[src/rtl/reg_scoreboard_if.sv]
// Issue/writeback interface between decode/writeback logic and the register
// scoreboard.
//   master : decode + writeback side; drives the issue request, writeback
//            commit and flush, and receives issue_ready.
//   slave  : scoreboard side; the mirror image.
interface reg_scoreboard_if;
  logic       issue_valid;
  logic [4:0] issue_rs1;
  logic [4:0] issue_rs2;
  logic [4:0] issue_rd;
  logic       issue_uses_rs1;
  logic       issue_uses_rs2;
  logic       issue_writes_rd;
  logic       issue_ready;
  logic       wb_valid;
  logic [4:0] wb_rd;
  logic       flush;

  modport master (
    output issue_valid, issue_rs1, issue_rs2, issue_rd,
    output issue_uses_rs1, issue_uses_rs2, issue_writes_rd,
    output wb_valid, wb_rd, flush,
    input  issue_ready
  );

  modport slave (
    input  issue_valid, issue_rs1, issue_rs2, issue_rd,
    input  issue_uses_rs1, issue_uses_rs2, issue_writes_rd,
    input  wb_valid, wb_rd, flush,
    output issue_ready
  );
endinterface

[src/rtl/reg_scoreboard.sv]
// Issue-stage register scoreboard for a 32x32 register file.
// It tracks the registers that have a write pending, and stalls issue on
// RAW and WAW hazards or when too many writes are outstanding.
//   clk          : rising-edge clock
//   reset_n      : asynchronous active-low reset
//   sb           : issue/writeback/flush bundle (slave side)
//   busy_mask    : registered pending-write bit per register (bit 0 always 0)
//   inflight     : number of outstanding register writes
//   stall_cycles : saturating count of cycles with a request that was not granted
//   protocol_err : sticky; set when a writeback targets a register that is not busy
module reg_scoreboard #(
  parameter int MAX_INFLIGHT = 4,
  parameter int STALL_W      = 16
) (
  input  logic               clk,
  input  logic               reset_n,
  reg_scoreboard_if.slave    sb,
  output logic [31:0]        busy_mask,
  output logic [3:0]         inflight,
  output logic [STALL_W-1:0] stall_cycles,
  output logic               protocol_err
);

  logic        raw;
  logic        waw;
  logic        full;
  logic        fire;
  logic        inc;
  logic        dec;
  logic        wb_err;
  logic        stall_event;
  logic [31:0] set_vec;
  logic [31:0] clr_vec;

  // The hazard check looks only at registered state. A writeback in this
  // cycle does not release its register until the following cycle, because
  // the register file itself only takes the write on this edge.
  always_comb begin
    raw  = (sb.issue_uses_rs1 & busy_mask[sb.issue_rs1]) |
           (sb.issue_uses_rs2 & busy_mask[sb.issue_rs2]);
    waw  = sb.issue_writes_rd & busy_mask[sb.issue_rd];
    full = sb.issue_writes_rd & (inflight == 4'(MAX_INFLIGHT));
  end

  // reset_n gates issue_ready so decode sees no grant while reset is held.
  assign sb.issue_ready = reset_n & ~raw & ~waw & ~full & ~sb.flush;

  // x0 is never tracked, so issue to rd=0 and writeback of rd=0 are both
  // no-ops. A writeback to a register that is not busy is a protocol error
  // and leaves the state unchanged.
  always_comb begin
    fire        = sb.issue_valid & sb.issue_ready;
    inc         = fire & sb.issue_writes_rd & (sb.issue_rd != 5'd0);
    dec         = sb.wb_valid & (sb.wb_rd != 5'd0) & busy_mask[sb.wb_rd];
    wb_err      = sb.wb_valid & (sb.wb_rd != 5'd0) & ~busy_mask[sb.wb_rd];
    stall_event = sb.issue_valid & ~sb.issue_ready;
    set_vec     = inc ? (32'd1 << sb.issue_rd) : 32'd0;
    clr_vec     = dec ? (32'd1 << sb.wb_rd) : 32'd0;
  end

  // The WAW check guarantees that set_vec and clr_vec never overlap, so
  // clearing and then setting yields the correct result. Flush overrides
  // everything else that happens in the same cycle.
  always_ff @(posedge clk or negedge reset_n) begin
    if (!reset_n) begin
      busy_mask <= 32'd0;
      inflight  <= 4'd0;
    end else if (sb.flush) begin
      busy_mask <= 32'd0;
      inflight  <= 4'd0;
    end else begin
      busy_mask <= ((busy_mask & ~clr_vec) | set_vec) & ~32'd1;
      inflight  <= inflight + {3'd0, inc} - {3'd0, dec};
    end
  end

  // A writeback that arrives during a flush is killed along with the rest,
  // so it cannot raise the error.
  always_ff @(posedge clk or negedge reset_n) begin
    if (!reset_n) begin
      protocol_err <= 1'b0;
    end else if (!sb.flush && wb_err) begin
      protocol_err <= 1'b1;
    end
  end

  // The counter includes flush cycles, because a request held during flush
  // counts as stalled. It sticks at all-ones instead of wrapping.
  always_ff @(posedge clk or negedge reset_n) begin
    if (!reset_n) begin
      stall_cycles <= '0;
    end else if (stall_event && (stall_cycles != {STALL_W{1'b1}})) begin
      stall_cycles <= stall_cycles + STALL_W'(1);
    end
  end

endmodule

[src/flat_wrapper.sv]
// flat-port wrapper written by rule: the top's interface ports become plain ports
module reg_scoreboard_flat 
#(
  parameter int MAX_INFLIGHT = 4,
  parameter int STALL_W      = 16
)
  (clk, reset_n, busy_mask, inflight, stall_cycles, protocol_err, sb_issue_valid, sb_issue_rs1, sb_issue_rs2, sb_issue_rd, sb_issue_uses_rs1, sb_issue_uses_rs2, sb_issue_writes_rd, sb_wb_valid, sb_wb_rd, sb_flush, sb_issue_ready);
  reg_scoreboard_if sb_i ();
  input  logic clk;
  input  logic reset_n;
  output logic [31:0] busy_mask;
  output logic [3:0] inflight;
  output logic [STALL_W-1:0] stall_cycles;
  output logic protocol_err;
  input wire logic [$bits(sb_i.issue_valid)-1:0] sb_issue_valid;
  input wire logic [$bits(sb_i.issue_rs1)-1:0] sb_issue_rs1;
  input wire logic [$bits(sb_i.issue_rs2)-1:0] sb_issue_rs2;
  input wire logic [$bits(sb_i.issue_rd)-1:0] sb_issue_rd;
  input wire logic [$bits(sb_i.issue_uses_rs1)-1:0] sb_issue_uses_rs1;
  input wire logic [$bits(sb_i.issue_uses_rs2)-1:0] sb_issue_uses_rs2;
  input wire logic [$bits(sb_i.issue_writes_rd)-1:0] sb_issue_writes_rd;
  input wire logic [$bits(sb_i.wb_valid)-1:0] sb_wb_valid;
  input wire logic [$bits(sb_i.wb_rd)-1:0] sb_wb_rd;
  input wire logic [$bits(sb_i.flush)-1:0] sb_flush;
  output wire logic [$bits(sb_i.issue_ready)-1:0] sb_issue_ready;
  assign sb_i.issue_valid = sb_issue_valid;
  assign sb_i.issue_rs1 = sb_issue_rs1;
  assign sb_i.issue_rs2 = sb_issue_rs2;
  assign sb_i.issue_rd = sb_issue_rd;
  assign sb_i.issue_uses_rs1 = sb_issue_uses_rs1;
  assign sb_i.issue_uses_rs2 = sb_issue_uses_rs2;
  assign sb_i.issue_writes_rd = sb_issue_writes_rd;
  assign sb_i.wb_valid = sb_wb_valid;
  assign sb_i.wb_rd = sb_wb_rd;
  assign sb_i.flush = sb_flush;
  assign sb_issue_ready = sb_i.issue_ready;
  reg_scoreboard #(.MAX_INFLIGHT(MAX_INFLIGHT), .STALL_W(STALL_W)) u_core (.clk(clk), .reset_n(reset_n), .sb(sb_i), .busy_mask(busy_mask), .inflight(inflight), .stall_cycles(stall_cycles), .protocol_err(protocol_err));
endmodule
[config.mk]
export PLATFORM = sky130hd
export DESIGN_NAME = reg_scoreboard_flat
export DESIGN_NICKNAME = d
export VERILOG_FILES = /design/src/rtl/reg_scoreboard_if.sv /design/src/rtl/reg_scoreboard.sv /design/src/flat_wrapper.sv
export SDC_FILE = /design/constraint.sdc
export NUM_CORES = 1
export LEC_CHECK = 0
export CAP_MARGIN = 20
export CORE_UTILIZATION = 32
export CTS_CLUSTER_SIZE = 30
export DETAILED_ROUTE_END_ITERATION = 10
export GPL_ROUTABILITY_DRIVEN = 0
export PLACE_DENSITY = 0.5
export SYNTH_ARGS = -nofsm -noshare
export SYNTH_HDL_FRONTEND = slang
export SYNTH_SLANG_ARGS = --single-unit
export TNS_END_PERCENT = 50
[constraint.sdc]
create_clock -name clk -period 3.25 [get_ports clk]
set_clock_uncertainty 0.05 [all_clocks]
set_input_delay 0.65 -clock clk [delete_from_list [all_inputs] [get_ports clk]]
set_output_delay 0.65 -clock clk [all_outputs]
set_load 0.02 [all_outputs]
Word level (Yosys, flattened, before mapping)
Cells that the tools add are included.
- $add $sub $neg: 3
- order comparisons: 4
- equal/unequal tests: 2
- shift-type cells: 2
- multiplexer cells: 12
- bitwise logic cells: 25
- reductions and logical operators: 5
- operators by type and width (kind ; count):
    32-bit two-way mux ; 3
    1-bit by 5-bit << shifter with 32-bit output (first input constant) ; 2
    32-bit bitwise AND ; 1
    32-bit NOT ; 1
    32-bit bitwise OR ; 1
    5-bit by 6-bit less-than comparator with 1-bit output (second input constant) ; 4
    1-bit binary-select mux with 5-bit select ; 4
    16-bit by 1-bit adder with 16-bit output (second input constant) ; 1
    16-bit inequality test (second input constant) ; 1
    1-bit bitwise AND ; 15
    5-bit nonzero test ; 2
    1-bit NOT ; 6
    4-bit by 1-bit adder with 4-bit output ; 1
    4-bit by 3-bit equality test with 1-bit output (second input constant) ; 1
    1-bit two-way mux ; 4
    4-bit two-way mux ; 1
    4-bit by 1-bit subtractor with 4-bit output ; 1
    1-bit logical AND ; 2
    1-bit logical NOT ; 1
    1-bit bitwise OR ; 1
- flip-flop bits (word level): 53
- input port bits: 28
- output and inout port bits: 54

Depth between registers and ports, before layout
- depth in word-level cells: 15
- depth in mapped cells: 16
- depth with buffers taken out: 13

Worst setup path after synthesis
No wires, ideal clock.
- path type: input-to-reg
- start: in sb_wb_rd[0]
- end: reg u_core.inflight[2]
- setup time: 0.132 ns
- arrival time: 3.129 ns
- setup slack: -0.061 ns
- cell stages on the path: 11
- buffers on the path: 1
- path through: buf_2 -> mux4_2 -> mux4_2 -> mux2i_1 -> nor2_1 -> ha_1 -> inv_1 -> ha_1 -> fa_1 -> xnor2_1 -> nor2_1
- cells in the longest elaborated chain, start to end: 5
- ends and longest elaborated chain (item ; line ; RTL):
    start, declared ; flat_wrapper.sv:23 ; input wire logic [$bits(sb_i.wb_rd)-1:0] sb_wb_rd;
    1-bit binary-select mux with 5-bit select or 5-bit nonzero test (tied branches) ; reg_scoreboard.sv:54 ; dec = sb.wb_valid & (sb.wb_rd != 5'd0) & busy_mask[sb.wb_rd];
    1-bit two-way mux (implied by the code) or 1-bit bitwise AND (tied branches) ; reg_scoreboard.sv:54 ;
    1-bit bitwise AND (*) ; reg_scoreboard.sv:54 ;
    4-bit by 1-bit subtractor with 4-bit output (*) ; reg_scoreboard.sv:73 ; inflight <= inflight + {3'd0, inc} - {3'd0, dec};
    4-bit two-way mux (*) ; reg_scoreboard.sv:68 ; end else if (sb.flush) begin
    end signal, assigned ; reg_scoreboard.sv:73 ;
    end, declared ; reg_scoreboard.sv:19 ; output logic [3:0] inflight,
Mark *: on every way between the ends. The rest lies on a longest branch, timed or not. The select of a mux whose other input is x is not followed.
A chain may end at the register's enable or synchronous reset.

Final worst setup path
- start: in sb_wb_rd[2]
- end: reg u_core.protocol_err
- cells in the longest elaborated chain, start to end: 5
- ends and longest elaborated chain (item ; line ; RTL):
    1-bit binary-select mux with 5-bit select ; reg_scoreboard.sv:55 ; wb_err = sb.wb_valid & (sb.wb_rd != 5'd0) & ~busy_mask[sb.wb_rd];
    1-bit two-way mux (implied by the code) ; reg_scoreboard.sv:55 ;
    1-bit NOT ; reg_scoreboard.sv:55 ;
    1-bit bitwise AND (*) ; reg_scoreboard.sv:55 ;
    1-bit logical AND (*) ; reg_scoreboard.sv:82 ; end else if (!sb.flush && wb_err) begin
    end signal, assigned ; reg_scoreboard.sv:81 ; protocol_err <= 1'b0;
    end signal, assigned ; reg_scoreboard.sv:83 ; protocol_err <= 1'b1;
    end, declared ; reg_scoreboard.sv:21 ; output logic protocol_err
Marked as above.

==> metrics.md <==
| Metric | Value |
|---|---|
| Most common cell after layout, fill and taps aside | clkdlybuf4s50_1 |
| CTS tree | done |
| Cells on Worst Hold Path | 1 |
| H-tree levels | 2 |
| Crit end category | flop |
| GRT Overall Usage | 22.52% |
| Post-synth EDFFs | 0 |
| Crit path required time | 3.38 ns |
| Rel. slew slack | 53.81% |
| Initial antenna violation count | 0 |
| Simple-gate area share of the yosys netlist | 16.55% |
| Sw Ratio | 31.19% |
| First-pass GRT wire length | 21730 microns |
| Post-Place Setup Slack | -0.6957 ns |
| Maximum VDD drop | 0.3748 mV |
| Pwr dens | 317.9 nW/um^2 |
| Synthesized cell area | 3864 sq um |
| Adder-cell share of the synthesized area | 2.461% |
| I/O pin count | 82 |
| Final wirelength | 13600 microns |
| First-pass iteration count of the detailed router | 7 |
| Area growth, synth to finish | 42.00% |
| Worst Reg-to-Reg Cells | 9 |
| Hold Path Class | reg2reg |
| Clk network pwr share | 30.8% |
| Post-synth top area cell | dfrtp_1 |
| Final min period | 3.211 ns |
| Setup Viol. Count Final | 0 |
| Worst EP arrival | 3.35 ns |
| Worst R2R End | u_core.inflight[1] |
| I/O Buffers | 80 |
| Layout Nets | 527 |
| Yosys top cell area share | 33.68% |
| Vias/cell | 5.670 |
| Lkg Pwr | 2.273 nW |
| Core area | 11610 sq um |
| Tcrit/Tclk final | 98.79% |
| Die Ht | 111.9 microns |
| CTS buffer count | 5 |
| WL/cell | 21.38 microns |
| Pin count of the biggest net entering global routing | 53 |
| CTS root buf | clkbuf_16 |
| Status | complete, but fails checks |
| Mapped Avg Cell Area | 10.33 sq um |
| Top_reg_cell synth | dfrtp_1 |
| Antenna-violating nets left | 0 |
| Vias | 3606 |
| R2r setup slk | 0.18 ns |
| Gr ovfl total | 0 |
| F_max | 0.3115 GHz |
| Combinational share of power | 27.3% |
| Die area | 12520 sq um |
| Max-Cap Viols | 0 |
| Mux cell area share after synthesis | 21.63% |
| Worst-Margin Slew | 0.6929 ns |
| Crit path max fanout | 4 |
| CP Class | in2reg |
| Worst r2r src | u_core.busy_mask[23] |
| Drt first-iter violations | 318 |
| Reg clk slew, reported paths | 0.08 ns |
| Vias in the first global route | 3790 |
| Synthesized flop and latch total | 52 |
| Initial Util | 33.27% |
| Largest family of logic cells by synthesized area | multiplexers |
| Total power draw | 1.744 mW |
| TNS Setup | 0 ns |
| Failing checks | design-rule violations |
| Hold Path Sink | u_core.stall_cycles[10] |
| Worst skew pair latency | 0.30 ns |
| Post-Synth XOR/XNOR Area | 3.627% |
| Final worst-path setup slack | 0.03947 ns |
| Synthesized net count | 409 |
| Site Rows | 39 |
| Area contributors post-synth | dfrtp_1, mux4_2, o31ai_1 |
| # diodes | 0 |
| Final hold viol count | 0 |
| Post-Syn Instances | 374 |
| Post-DP HPWL | 9827 microns |
| Slew Limit Fails | 0 |
| DR DRC count | 9 |
| DIE WIDTH | 111.9 microns |
| Share of cells above drive strength 1 | 25.15% |
| Clock Sinks | 52 |
| Synth Area in Compound Gates | 15.58% |
| Sequential area share after synthesis | 33.68% |
| CP Launch Type | input pin |
| Switching Power | 0.5441 mW |
| Async SR Flop Fraction | 100.0% |
| Worst hold start | u_core.stall_cycles[10] |
| P_int | 1.200 mW |
| Yosys Warn Count | 0 |
| Most frequent cells in the layout | clkdlybuf4s50_1, dfrtp_1, buf_4, mux4_2, inv_1 |
| Sequential share of power | 41.8% |
| Bufs on Longest Clock Path | 2 |
| Yosys cell types | 51 |
==> sequential cells by signal, indices dropped and copies added (netlist names) <==
name	cells
u_core.protocol_err	1
u_core.busy_mask	31
u_core.inflight	4
u_core.stall_cycles	16
==> worst max-delay path, cell delays in order <==
cell and delay [ns]:
clkdlybuf4s50_1 0.56, mux4_2 0.46, mux2i_2 0.10, buf_4 0.14, buf_4 0.12, buf_4 0.12, buf_4 0.12, buf_4 0.12
buf_4 0.12, buf_4 0.12, buf_4 0.12, buf_4 0.12, buf_4 0.12, buf_4 0.12, buf_4 0.11, a21o_1 0.15
==> worst max-delay path by stage <==
stage | startpoint | endpoint | slack, ns | depth (start not counted)
after floorplan | sb_wb_rd[0] | u_core.inflight[2] | 0.004 | 11
after global placement | sb_issue_rd[0] | sb_issue_ready | -0.71 | 7
after detailed placement | sb_wb_rd[0] | u_core.inflight[2] | -0.70 | 12
after CTS | sb_issue_rs2[2] | u_core.inflight[1] | 0.01 | 10
after global routing | sb_wb_rd[0] | u_core.inflight[1] | -0.001 | 11
final | sb_wb_rd[2] | u_core.protocol_err | 0.04 | 16
==> Yosys cell counts, types with 2 or more instances <==
cell	n
mux2i_1	13
nand2b_1	5
buf_2	5
a21o_1	2
nor3_1	14
clkbuf_1	15
buf_1	3
nand2_1	23
nor2_1	15
inv_1	25
buf_6	4
a211o_1	11
nand4_1	3
mux2_2	3
xor2_1	15
o21ai_0	17
ha_1	6
o31ai_1	24
buf_4	2
o41ai_1	5
nor4_1	3
and2_1	2
dfrtp_1	52
nor2b_1	24
a21oi_1	4
o41ai_2	3
nand3b_1	3
a311o_1	4
nand3_1	16
and3_1	5
mux4_2	28
==> metal layers <==
metal,part of all wire [%],vias to the layer above,track usage (%)
met1,44,1779,30.79
li1,-,1631,-
met2,46,170,35.94
met4,2.3,0,7.207
met3,7.5,26,4.355
met5,0,-,0
==> timing repair <==
item | 4_1_cts | 5_1_grt
hold buffers | 0 | 0
buffers inserted | 16 | 0
gates cloned | 4 | 0
pin swaps | 8 | 3
setup endpoints to repair | 27 | 6
resized for setup | 31 | 13
==> power by group through the flow <==
stage	sequential (mW)	combinational [mW]	clock, mW
after global routing	0.738	0.515	0.572
final	0.730	0.477	0.538
after detailed placement	0.742	0.446	0
after CTS	0.731	0.478	0.544
after global placement	0.742	0.446	0
after floorplan	0.784	0.180	0
==> metrics by stage <==
step	util, %	hold slack (ns)	area (sq um)	cells
floorplan	-	0.3044	3869	374
finish	47.24	0.4466	5487	636
global placement	43.47	0.4134	5049	608
CTS	47.02	0.4456	5460	636
detailed placement	43.47	0.4285	5049	608
global route	47.24	0.4675	5487	636
==> cell families after synthesis <==
group,Yosys count
simple gates,120
compound gates,78
buf+inv,54
flops,52
mux,46
xor+xnor,16
fa+ha+maj,7
other cells,1
==> area by class of cell <==
| cell class | instances | area (sq um) |
|---|---|---|
| sequential | 52 | 1301 |
| multi-input combinational | 268 | 2376 |
| inverter | 25 | 93.84 |
| clock inverter | 3 | 18.77 |
| timing repair buffer | 140 | 1393 |
| fill | 1094 | 6127 |
| tap | 143 | 178.9 |
| clock buffer | 5 | 125.1 |
Note: power is estimated with default switching activity, not from simulation.
